[src/rtl/cfg_chain_arbiter.sv]
// cfg_chain_arbiter
//   Shares the fabric configuration chain between two serial config sources
//   (r0 = Wishbone config loader, r1 = boot/scan loader). A requester is granted
//   a whole column frame of TILE_CFG_SIZE*MY bits. Bits are never interleaved, and
//   a round-robin pointer arbitrates when both sources request. The chain is
//   driven through one register stage.
//   Optional watchdog: define CFG_ARB_TIMEOUT_EN to abort frames that stall for
//   TIMEOUT_CYC consecutive cycles without owner valid.
//
//   Handshake: rN_req is raised and held for the whole frame. rN_gnt rises one
//   cycle after the request is sampled in IDLE. While rN_gnt is high, the owner's
//   start/bit/valid appear on the chain one cycle later. gnt is the only
//   qualifier, so owner inputs after gnt falls are ignored.
//   state_dbg exposes the FSM state (IDLE=0, OWN=1, GAP=2).
module cfg_chain_arbiter #(
  parameter int TILE_CFG_SIZE = 256,
  parameter int MX = 4,
  parameter int MY = 4
`ifdef CFG_ARB_TIMEOUT_EN
  ,
  parameter int TIMEOUT_CYC = 1024
`endif
) (
  input  logic       wb_clk_i,
  input  logic       wb_rst_i,
  input  logic       r0_req,
  input  logic [3:0] r0_col_sel,
  input  logic       r0_start,
  input  logic       r0_bit,
  input  logic       r0_valid,
  input  logic       r1_req,
  input  logic [3:0] r1_col_sel,
  input  logic       r1_start,
  input  logic       r1_bit,
  input  logic       r1_valid,
  output logic       r0_gnt,
  output logic       r1_gnt,
  output logic [3:0] col_sel,
  output logic       cfg_out_start,
  output logic       cfg_bit_out,
  output logic       cfg_bit_out_valid,
  output logic       busy,
  output logic       frame_done,
  output logic       frame_abort,
  output logic       timeout,
  output logic [1:0] state_dbg
);

  localparam int FRAME_BITS = TILE_CFG_SIZE * MY;
  localparam int CNT_W = $clog2(FRAME_BITS + 1);
  localparam logic [CNT_W-1:0] LAST_CNT = CNT_W'(FRAME_BITS);

  typedef enum logic [1:0] {IDLE = 2'd0, OWN = 2'd1, GAP = 2'd2} state_t;

  state_t           state, state_d;
  logic             owner, owner_d;      // 0 = r0 holds the chain, 1 = r1
  logic             prio_r1, prio_r1_d;  // 1: r1 wins a tie
  logic [CNT_W-1:0] bit_cnt, bit_cnt_d, cnt_next;
  logic             r0_gnt_d, r1_gnt_d;
  logic [3:0]       col_sel_d;
  logic             start_d, bit_d, valid_d, done_d, abort_d;
  logic             pick_r1, own_req, own_start, own_bit, own_valid, last_bit;
  logic             stall;

  assign busy      = (state != IDLE);
  assign state_dbg = state;

  // Tie-break goes to the requester not served last.
  assign pick_r1   = r1_req && (!r0_req || prio_r1);
  assign own_req   = owner ? r1_req   : r0_req;
  assign own_start = owner ? r1_start : r0_start;
  assign own_bit   = owner ? r1_bit   : r0_bit;
  assign own_valid = owner ? r1_valid : r0_valid;
  // A start pulse restarts the count; a start with valid counts as bit #1.
  assign cnt_next  = (own_start ? '0 : bit_cnt) + CNT_W'(own_valid);
  assign last_bit  = own_valid && (cnt_next == LAST_CNT);

`ifdef CFG_ARB_TIMEOUT_EN
  localparam int IDLE_W = $clog2(TIMEOUT_CYC + 1);
  localparam logic [IDLE_W-1:0] IDLE_LIMIT = IDLE_W'(TIMEOUT_CYC);

  logic [IDLE_W-1:0] idle_cnt, idle_cnt_d, idle_inc;
  logic              timeout_q;

  assign idle_inc = idle_cnt + IDLE_W'(1);
  assign stall    = (state == OWN) && !own_valid && (idle_inc == IDLE_LIMIT);
  assign timeout  = timeout_q;

  // Count consecutive owner-silent cycles; clear on any valid or when leaving OWN.
  always_comb begin
    idle_cnt_d = '0;
    if (state == OWN && state_d == OWN && !own_valid) idle_cnt_d = idle_inc;
  end

  // Watchdog counter and the one-cycle timeout pulse.
  always_ff @(posedge wb_clk_i or negedge wb_rst_i) begin
    if (!wb_rst_i) begin
      idle_cnt  <= '0;
      timeout_q <= 1'b0;
    end else begin
      idle_cnt  <= idle_cnt_d;
      timeout_q <= stall;
    end
  end
`else
  assign stall   = 1'b0;
  assign timeout = 1'b0;
`endif

  // Next-state and next-output logic; chain outputs default to 0 outside OWN.
  always_comb begin
    state_d   = state;
    owner_d   = owner;
    prio_r1_d = prio_r1;
    bit_cnt_d = bit_cnt;
    r0_gnt_d  = r0_gnt;
    r1_gnt_d  = r1_gnt;
    col_sel_d = col_sel;
    start_d   = 1'b0;
    bit_d     = 1'b0;
    valid_d   = 1'b0;
    done_d    = 1'b0;
    abort_d   = 1'b0;
    case (state)
      IDLE: begin
        if (r0_req || r1_req) begin
          state_d   = OWN;
          owner_d   = pick_r1;
          r0_gnt_d  = !pick_r1;
          r1_gnt_d  = pick_r1;
          col_sel_d = pick_r1 ? r1_col_sel : r0_col_sel;
          bit_cnt_d = '0;
        end
      end
      OWN: begin
        if (last_bit) begin
          // Final bit is forwarded even if req drops at the same edge.
          start_d   = own_start;
          bit_d     = own_bit;
          valid_d   = 1'b1;
          bit_cnt_d = cnt_next;
          done_d    = 1'b1;
          r0_gnt_d  = 1'b0;
          r1_gnt_d  = 1'b0;
          state_d   = GAP;
        end else if (!own_req || stall) begin
          abort_d   = 1'b1;
          r0_gnt_d  = 1'b0;
          r1_gnt_d  = 1'b0;
          state_d   = GAP;
        end else begin
          start_d   = own_start;
          bit_d     = own_bit;
          valid_d   = own_valid;
          bit_cnt_d = cnt_next;
        end
      end
      GAP: begin
        prio_r1_d = !owner;
        state_d   = IDLE;
      end
      default: state_d = IDLE;
    endcase
  end

  // FSM state register.
  always_ff @(posedge wb_clk_i or negedge wb_rst_i) begin
    if (!wb_rst_i) state <= IDLE;
    else           state <= state_d;
  end

  // Grant, column, counter and registered chain outputs.
  always_ff @(posedge wb_clk_i or negedge wb_rst_i) begin
    if (!wb_rst_i) begin
      owner             <= 1'b0;
      prio_r1           <= 1'b0;
      bit_cnt           <= '0;
      r0_gnt            <= 1'b0;
      r1_gnt            <= 1'b0;
      col_sel           <= 4'd0;
      cfg_out_start     <= 1'b0;
      cfg_bit_out       <= 1'b0;
      cfg_bit_out_valid <= 1'b0;
      frame_done        <= 1'b0;
      frame_abort       <= 1'b0;
    end else begin
      owner             <= owner_d;
      prio_r1           <= prio_r1_d;
      bit_cnt           <= bit_cnt_d;
      r0_gnt            <= r0_gnt_d;
      r1_gnt            <= r1_gnt_d;
      col_sel           <= col_sel_d;
      cfg_out_start     <= start_d;
      cfg_bit_out       <= bit_d;
      cfg_bit_out_valid <= valid_d;
      frame_done        <= done_d;
      frame_abort       <= abort_d;
    end
  end

  // Grants are one-hot or zero, and a granted column is inside the fabric.
  assert property (@(posedge wb_clk_i) disable iff (!wb_rst_i) !(r0_gnt && r1_gnt));
  assert property (@(posedge wb_clk_i) disable iff (!wb_rst_i)
                   !(r0_gnt || r1_gnt) || ({28'd0, col_sel} < 32'(MX)));

endmodule

[config.mk]
export PLATFORM = sky130hd
export DESIGN_NAME = cfg_chain_arbiter
export DESIGN_NICKNAME = d
export VERILOG_FILES = /design/src/rtl/cfg_chain_arbiter.sv
export SDC_FILE = /design/constraint.sdc
export NUM_CORES = 1
export LEC_CHECK = 0
export BUFFER_PORTS_ARGS = -buffer_cell sky130_fd_sc_hd__buf_4
export CAP_MARGIN = 20
export CORE_MARGIN = 2
export CORE_UTILIZATION = 30
export CTS_CLUSTER_SIZE = 30
export DETAILED_ROUTE_END_ITERATION = 8
export GPL_TIMING_DRIVEN = 0
export RECOVER_POWER = 100
export SYNTH_ARGS = -nofsm -noshare
export SYNTH_HDL_FRONTEND = slang
export SYNTH_SLANG_ARGS = --single-unit
export TNS_END_PERCENT = 10
[constraint.sdc]
create_clock -name wb_clk_i -period 3.5 [get_ports wb_clk_i]
set_input_delay 0.35 -clock wb_clk_i [delete_from_list [all_inputs] [get_ports wb_clk_i]]
set_output_delay 0.35 -clock wb_clk_i [all_outputs]
set_load 0.03 [all_outputs]
* Word level (Yosys, flattened, before mapping)
Index checks and enable logic that the tools add are counted.
** Storage, ports and cells
- Output and inout bits :: 15
- ROM bits :: 0
- Bits in latches :: 0
- Memories :: 0
- Memory bits (writable) :: 0
- Input bits :: 18
- Word-level logic and storage cells :: 67
- Flip-flop bits (word level) :: 26
** Cells by class
- Reductions and logical operators :: 14
- Shift operators :: 0
- Order comparisons :: 0
- Bitwise gates (word level) :: 0
- Muxes and demuxes :: 34
- $add $sub $neg :: 1
- Eq/ne operators :: 6
- Multipliers :: 0
- Divide/modulo/power cells :: 0
** Operators with widths (number)
- 11-bit two-way mux :: 4
- 1-bit two-way mux :: 22
- 11-bit case mux with 2 select lines :: 1
- 11-bit by 1-bit adder with 11-bit output :: 1
- 11-bit == test (second input constant) :: 1
- 2-bit two-way mux :: 3
- 3-bit != test (second input constant) :: 2
- 3-bit AND reduction :: 2
- 4-bit two-way mux :: 1
- 1-bit case mux with 2 select lines :: 2
- 2-bit case mux with 2 select lines :: 1
- 2-bit AND reduction :: 2
- 2-bit nonzero test :: 2
- 1-bit logical NOT :: 3
- 2-bit by 1-bit == test with 1-bit output (second input constant) :: 1
- 2-bit == test (second input constant) :: 1
- 1-bit logical AND :: 2
- 2-bit logical NOT :: 1
- 1-bit logical OR :: 2
- 2-bit != test (second input constant) :: 1

* Longest topological paths before layout
Gate-level depths: netlist (run 1).
- Depth after elaboration :: 7
- Mapped depth :: 15

* Worst setup path after synthesis (run 1)
Ideal clock, no wire load.
- Path kind :: reg2reg
- From :: register owner
- To :: register bit_cnt[4]
- Slack :: 508 ps
- Library setup time :: 120 ps
- Arrival :: 2872 ps
- Cell stages (with the launch flop) :: 15
- Period minus slack after synthesis :: 2992 ps
- Cells stage by stage :: dfrtp_1 -> buf_6 -> mux2_4 -> buf_2 -> nor2_1 -> ha_1 -> ha_1 -> buf_2 -> and4_1 -> a21boi_0 -> and4b_1 -> o2111ai_1 -> o21ba_2 -> o221ai_1 -> a31o_2
** On the way
- Word-level cells in the longest chain between the ends :: 7
- Elaborated cells between the ends (all ways) :: 12
- Those cells by class :: add/sub (1); eq/ne (2); mux (7); reduce/logical (2)
** Ends and longest elaborated chain
- start: declaration :: line 56 : logic owner, owner_d;
- start signal: assignment :: line 187 : owner <= owner_d;
- 1-bit two-way mux :: line 71 : assign own_start = owner ? r1_start : r0_start;
- 11-bit two-way mux :: line 75 : assign cnt_next = (own_start ? '0 : bit_cnt) + CNT_W'(own_valid);
- 11-bit by 1-bit adder with 11-bit output :: line 75
- 11-bit == test :: line 76 : assign last_bit = own_valid && (cnt_next == LAST_CNT);
- 1-bit logical AND :: line 76
- 3-bit != test (no source line) or 11-bit two-way mux (tied branches)
- 3-bit AND reduction (no source line) or 11-bit case mux with 2 select lines (tied branches)
- end signal: assignment :: line 189 : bit_cnt <= bit_cnt_d;
- end: declaration :: line 58 : logic [CNT_W-1:0] bit_cnt, bit_cnt_d, cnt_next;
Several ways; a longest one is shown, not always the timed one. The select of a mux whose other input is x is not followed.
A chain may end at the register's enable or synchronous reset.

* Worst setup path in the final report (run 1)
- From :: register owner
- To :: register bit_cnt[7]
Same word-level chain as after synthesis.

==> impl_metrics.json, run 1 <==
{
  "outcome": "finished, final reports clean",
  "final.fill_count": 528,
  "syn_nets": 191,
  "maxCapViolations": 0,
  "hp-class": "input port to flip-flop",
  "cp-startpoint": "owner$_DFFE_PN0P_",
  "ir_drop_mv": 0.322,
  "antenna_found_initial": 0,
  "grt_usage": 0.138,
  "critPathCaptureType": "flip-flop",
  "syn_to_final_growth_pct": 22.5,
  "chipWidth_um": 75.7,
  "detail_route.wirelength_um": 3470,
  "grt_remaining_overflow": 0,
  "regToRegStartpoint": "owner$_DFFE_PN0P_",
  "grt_pass1_wl_um": 6120,
  "dpl.hpwl_um": 2550,
  "cts_max_level": 1,
  "final_util": 0.375,
  "dr.pass1.iters": 4,
  "min_delay_path_depth": 3,
  "cp_max_fo": 10,
  "grt_max_degree": 27,
  "p_leak_uw": 0.000854,
  "synth.distinct_cells": 46,
  "numClockSinks": 26,
  "synth_edf_count": 0,
  "avgSynthCellArea_sq_um": 9.03,
  "numCtsBuffers": 3,
  "row_count": 26,
  "synth-main-ff-cell": "dfrtp_1",
  "num_io_pins": 33,
  "hold_start": "r0_bit",
  "crit_chain": "buf_6, mux2_4, buf_2, nor2_1, ha_1, ha_1, buf_2, and4_1, a21boi_0, and4b_1, o2111ai_1, o21ba_1, buf_6, o21ai_0, o41ai_2",
  "slowest_stage": "dfrtp_1",
  "largest_reg_flops": 11,
  "drc": 0,
  "power_density_nw_per_um2": 604,
  "synth_common_cells": "dfrtp_1 (26), nor2_1 (17), o21ai_0 (16)",
  "gp_congestion": 0.768,
  "cpPeakStageDelay_ps": 380,
  "crit_path_start_kind": "flip-flop",
  "hold_ws_ps": 324,
  "arrival_ps": 3410,
  "critPathKind": "flip-flop to flip-flop",
  "port_buffers": 31,
  "viasPerCell": 4.93,
  "worst_pin_slew_ps": 1430,
  "drt_iter0_markers": 58,
  "slew_headroom": 0.0487,
  "clock.fmax_mhz": 307,
  "yosys.area.top_type": "dfrtp_1",
  "start_util": 0.306,
  "synthArstFlopShare": 1.00,
  "clock-root-buffer": "clkbuf_8",
  "fin_setup_tns_ps": 0,
  "yosys-top-cells-area": "dfrtp_1 (42%), mux2i_1 (5.8%), o21ai_0 (5.2%)",
  "nets": 230,
  "grt_pass1_vias": 1267,
  "antennaDiodeCount": 0,
  "cp_data_required_time_ps": 3650,
  "clk_pin_slew_ps": 90,
  "cts_buffer_depth": 2,
  "min_period_over_period": 0.932,
  "rsz0062_at_grt": "false",
  "syn_inst": 171,
  "ys_ff_latch": 26,
  "regMostFlops": "bit_cnt",
  "synth_top_cell_area_share": 0.421,
  "yosys_warnings": 0,
  "core_area_sq_um": 5040,
  "hold_viol_final": 0,
  "synth_seq_area_share": 0.421,
  "reg2regPathDepth": 15,
  "final_antenna_net_count": 0,
  "final.setup_skew_ps": 1.25,
  "final_max_slew_viol_count": 0,
  "syn-cell-area_sq_um": 1540,
  "wire_per_inst_um": 12.5,
  "period_minus_slack_ps": 3260,
  "die_y_um": 75.7,
  "setup_viol": 0,
  "cts_tree": "yes",
  "clock_latency_ps": 270,
  "die-area_sq_um": 5740,
  "yosysMostFrequentCell": "dfrtp_1",
  "num_vias": 1371,
  "drive_gt1_frac": 0.202
}
-- report_power, final --
group | internal, uW | leakage, uW | switching, uW
registers | 371 | 0.000346 | 48.9
logic | 183 | 0.000487 | 372
clock network | 77.1 | 0.0000216 | 90.9
-- layout by cell type (no fill, tap or decap), drive strengths merged, types with 2 or more instances in the layout --
cell	instances
dfrtp	26
buf	28
o2bb2ai	2
mux2i	9
or3	3
a31o	3
o21ai	20
clkbuf	20
nor3	4
and2	2
and3	2
a31oi	2
nand4b	2
o21ba	2
nand3	7
inv	5
nand4	3
ha	2
a21oi	7
nor2	17
mux2	2
nor2b	2
o31ai	6
o41ai	2
and4	2
nand2	14
-- final cells by class --
cell class                 instances  area (sq um)  area share
buffer                            12          72.6      0.0384
multi-input combinational        128           820       0.433
clock buffer                       3          41.3      0.0218
inverter                           5          18.8     0.00992
timing repair buffer              34           201       0.106
sequential                        26           651       0.344
tap                               70          87.6      0.0463
-- path summary, 6_finish.rpt --
check	endpoint	slack, ps
worst max-delay path	bit_cnt[7]$_DFFE_PN0P_	240
worst min-delay path	cfg_bit_out$_DFF_PN0_	320
worst max register to register	bit_cnt[7]$_DFFE_PN0P_	240
worst min register to register	col_sel[0]$_DFFE_PN0P_	490
max in group asynchronous	bit_cnt[3]$_DFFE_PN0P_	1710
min in group asynchronous	col_sel[1]$_DFFE_PN0P_	960
-- worst max-delay path, delay by kind of cell (launching register included) --
kind | cells | cell delay (ps)
muxes | 1 | 320
AOI/OAI and AO/OA | 5 | 790
buffers and inverters | 4 | 650
and+or+nand+nor | 3 | 620
adders and majority gates | 2 | 360
DFF | 1 | 380
-- metal layers --
metal / global-route usage / share of wire
met1: 0.195 / 0.50
met2: 0.215 / 0.46
met3: 0.0357 / 0.034
met4: 0.0292 / 0.0084
met5: 0 / 0
-- stage by stage --
step           power [uW]  area (sq um)  setup slack, ps  cells
2_1_floorplan         834          1540              508    171
3_3_place_gp         1030          1860              150    272
3_5_place_dp         1030          1860              168    272
4_1_cts              1210          1920              131    276
5_1_grt              1240          1890             10.8    278
6_report             1140          1890              239    278
-- cells by family (layout without fill, tap and decap cells) --
group | count (synthesis) | after routing | synth area share
AOI/OAI and AO/OA | 50 | 50 | 0.214
muxes | 11 | 11 | 0.0754
and+or+nand+nor | 63 | 63 | 0.206
other | 1 | 1 | 0.00243
DFF | 26 | 26 | 0.421
adders and majority gates | 2 | 2 | 0.0162
buffers and inverters | 17 | 54 | 0.0592
xor gates and xnor gates | 1 | 1 | 0.00567
-- timing repair --
action | CTS | global route
setup buffers | 0 | 2
resized for setup | 0 | 3
endpoints found under the hold margin | 26 | 0
endpoints found under the setup margin | 0 | 5
hold buffers | 1 | 0
Power figures use the tool's default switching activity.
==> run 2, diff against run 1 <==
--- a/config.mk
+++ b/config.mk
@@ -5,6 +5,7 @@
 export SDC_FILE = /design/constraint.sdc
 export NUM_CORES = 1
 export LEC_CHECK = 0
+export ABC_AREA = 1
 export BUFFER_PORTS_ARGS = -buffer_cell sky130_fd_sc_hd__buf_4
 export CAP_MARGIN = 20
 export CORE_MARGIN = 2
==> run 2 against run 1 <==
Compared with the run above: combinational power rose by 16%; global-route usage increased by 0.15 points; non-clock buffer count fell by 7; area after synthesis grew 7.5%; utilization down 0.87 points; largest power group unchanged; via count is 12% higher; clock skew increased by 1.8 ps; critical path type unchanged; wire length up 14%; sequential share of layout area decreased by 1.7 points.
==> impl_metrics.json, run 2 <==
{
  "crit_cells": 19,
  "clock-root-buffer": "clkbuf_8",
  "drive_gt1_frac": 0.143,
  "drt_iter0_markers": 107,
  "power_density_nw_per_um2": 660,
  "yosys.area.top_type": "dfrtp_1",
  "final.setup_skew_ps": 3.00,
  "final.fill_count": 581,
  "wire_per_inst_um": 11.7,
  "largest_reg_flops": 11,
  "slowest_stage": "dfrtp_1",
  "numClockSinks": 26,
  "synth.distinct_cells": 30,
  "numCtsBuffers": 3,
  "reg2reg_to": "cfg_bit_out_valid$_DFF_PN0_",
  "num_vias": 1535,
  "p_leak_uw": 0.00106,
  "period_minus_slack_ps": 2920,
  "p_total_uw": 1310,
  "final_cell_area_sq_um": 1990,
  "clock_latency_ps": 280,
  "synth_common_cells": "nand2_1 (62), inv_1 (34), dfrtp_1 (26)",
  "crit_path_start_kind": "flip-flop",
  "chipWidth_um": 78.4,
  "slew_headroom": 0.0388,
  "grt_pass1_vias": 1545,
  "cts_buffer_depth": 2,
  "die-area_sq_um": 6150,
  "yosys_warnings": 0,
  "hold_ws_ps": 345,
  "port_buffers": 31,
  "syn-cell-area_sq_um": 1660,
  "antennaDiodeCount": 0,
  "synth_seq_area_share": 0.392,
  "regToRegStartpoint": "owner$_DFFE_PN0P_",
  "synth_top_cell_area_share": 0.392,
  "min_delay_path_depth": 3,
  "hp-class": "input port to flip-flop",
  "start_util": 0.305,
  "ir_drop_mv": 0.394,
  "cpPeakStageDelay_ps": 380,
  "final_max_slew_viol_count": 0,
  "core_area_sq_um": 5440,
  "dpl_cell_area_sq_um": 1980,
  "path_common_cell": "nand2_1",
  "outcome": "finished, final reports clean",
  "maxCapViolations": 0,
  "clk_pin_slew_ps": 100,
  "cts_max_level": 1,
  "reg2reg_slack_ps": 580,
  "worst_pin_slew_ps": 1440,
  "final_common_cell": "nand2_1",
  "yosysMostFrequentCell": "nand2_1",
  "rsz0062_at_grt": "false",
  "synth-main-ff-cell": "dfrtp_1",
  "antenna_found_initial": 0,
  "syn_nets": 249,
  "syn_inst": 229,
  "syn_to_final_growth_pct": 20.0,
  "hold_end": "col_sel[1]$_DFFE_PN0P_",
  "critPathKind": "flip-flop to flip-flop",
  "worst-path-buf-inv": 5,
  "hold_start": "r1_col_sel[1]",
  "arrival_ps": 3100,
  "setup_viol": 0,
  "grt_remaining_overflow": 0,
  "hold_viol_final": 0,
  "yosys-top-cells-area": "dfrtp_1 (39%), nand2_1 (14%), inv_1 (7.7%)",
  "clock.fmax_mhz": 343,
  "avgSynthCellArea_sq_um": 7.25,
  "synth_edf_count": 0,
  "viasPerCell": 4.55,
  "critPathCaptureType": "flip-flop",
  "fin_setup_tns_ps": 0,
  "regMostFlops": "bit_cnt",
  "cts_tree": "yes",
  "crit_chain": "buf_6, inv_4, nand2_1, nand2_4, inv_1, nor2_1, ha_1, ha_1, nand2_1, inv_1, nand3_4, nor2_4, nand2_1, nand2_1, nand3_1, nor2_1, nand3_1, buf_2, a21oi_1",
  "detail_route.wirelength_um": 3950,
  "cp_max_fo": 10,
  "nets": 286,
  "reg2regPathDepth": 19,
  "row_count": 27,
  "final_antenna_net_count": 0,
  "die_y_um": 78.4,
  "dpl.hpwl_um": 2990,
  "cts_setup_buffers": 0,
  "cp_data_required_time_ps": 3690,
  "final_util": 0.366,
  "path_delay_family": "simple AND/OR/NAND/NOR gates",
  "num_io_pins": 33,
  "synthArstFlopShare": 1.00,
  "drc": 0,
  "grt_usage": 0.140,
  "dr.pass1.iters": 6,
  "mostFrequentLayoutCells": "nand2_1 (63), inv_1 (34), dfrtp_1 (26)",
  "grt_max_degree": 27,
  "multiInputGateArea_sq_um": 811,
  "grt_pass1_wl_um": 6960,
  "ys_ff_latch": 26,
  "regArea_sq_um": 651,
  "min_period_over_period": 0.834,
  "gp_congestion": 0.793
}
run 2: where the power goes:
group          internal, uW  leakage (uW)  switching [uW]
registers               375      0.000343            41.1
clock network           153     0.0000357             103
logic                   166      0.000686             476
run 2: stage by stage:
| stage | setup slack [ps] | std cells |
|---|---|---|
| 2_1_floorplan | 1100 | 229 |
| 3_3_place_gp | 729 | 332 |
| 3_5_place_dp | 716 | 332 |
| 4_1_cts | 684 | 337 |
| 5_1_grt | 245 | 337 |
| 6_report | 582 | 337 |
run 2: routing by layer:
layer / vias up / GRT usage / wire (um)
li1: 809 / - / -
met5: - / 0 / 0
met2: 35 / 0.242 / 1880
met1: 691 / 0.181 / 1910
met3: 0 / 0.0322 / 157
met4: 0 / 0.0228 / 0
run 2: worst min-delay path: cells and delay by family:
| kind | cells | cell delay (ps) |
|---|---|---|
| and+or+nand+nor | 1 | 30 |
| buffers and inverters | 1 | 70 |
| AOI/OAI and AO/OA | 1 | 130 |
run 2: worst max-delay path by stage:
stage                            from                          end  slack (ps)
floorplan           owner$_DFFE_PN0P_       bit_cnt[4]$_DFFE_PN0P_        1100
global placement    owner$_DFFE_PN0P_  cfg_bit_out_valid$_DFF_PN0_         730
detailed placement  owner$_DFFE_PN0P_  cfg_bit_out_valid$_DFF_PN0_         720
CTS                 owner$_DFFE_PN0P_  cfg_bit_out_valid$_DFF_PN0_         680
global route        owner$_DFFE_PN0P_  cfg_bit_out_valid$_DFF_PN0_         240
finish              owner$_DFFE_PN0P_  cfg_bit_out_valid$_DFF_PN0_         580
run 2: final cells by class:
type                       instances  area share
tap                               72      0.0452
timing repair buffer              32      0.0935
multi-input combinational        160       0.407
sequential                        26       0.326
buffer                             7      0.0232
clock buffer                       3      0.0207
clock inverter                     1      0.0151
inverter                          36      0.0691
run 2: cells by family after synthesis:
kind of cell | after synthesis | share of synthesized area
other | 1 | 0.00226
multiplexers | 1 | 0.00603
buffers and inverters | 43 | 0.111
AND/OR/NAND/NOR | 130 | 0.387
adder cells (fa/ha/maj) | 2 | 0.0151
flip-flops | 26 | 0.392
AO/OA/AOI/OAI | 25 | 0.0821
XOR/XNOR | 1 | 0.00528
run 2: what timing repair did:
action,CTS,global route
hold endpoints to repair,26,0
hold buffers,1,0
resized for setup,0,0
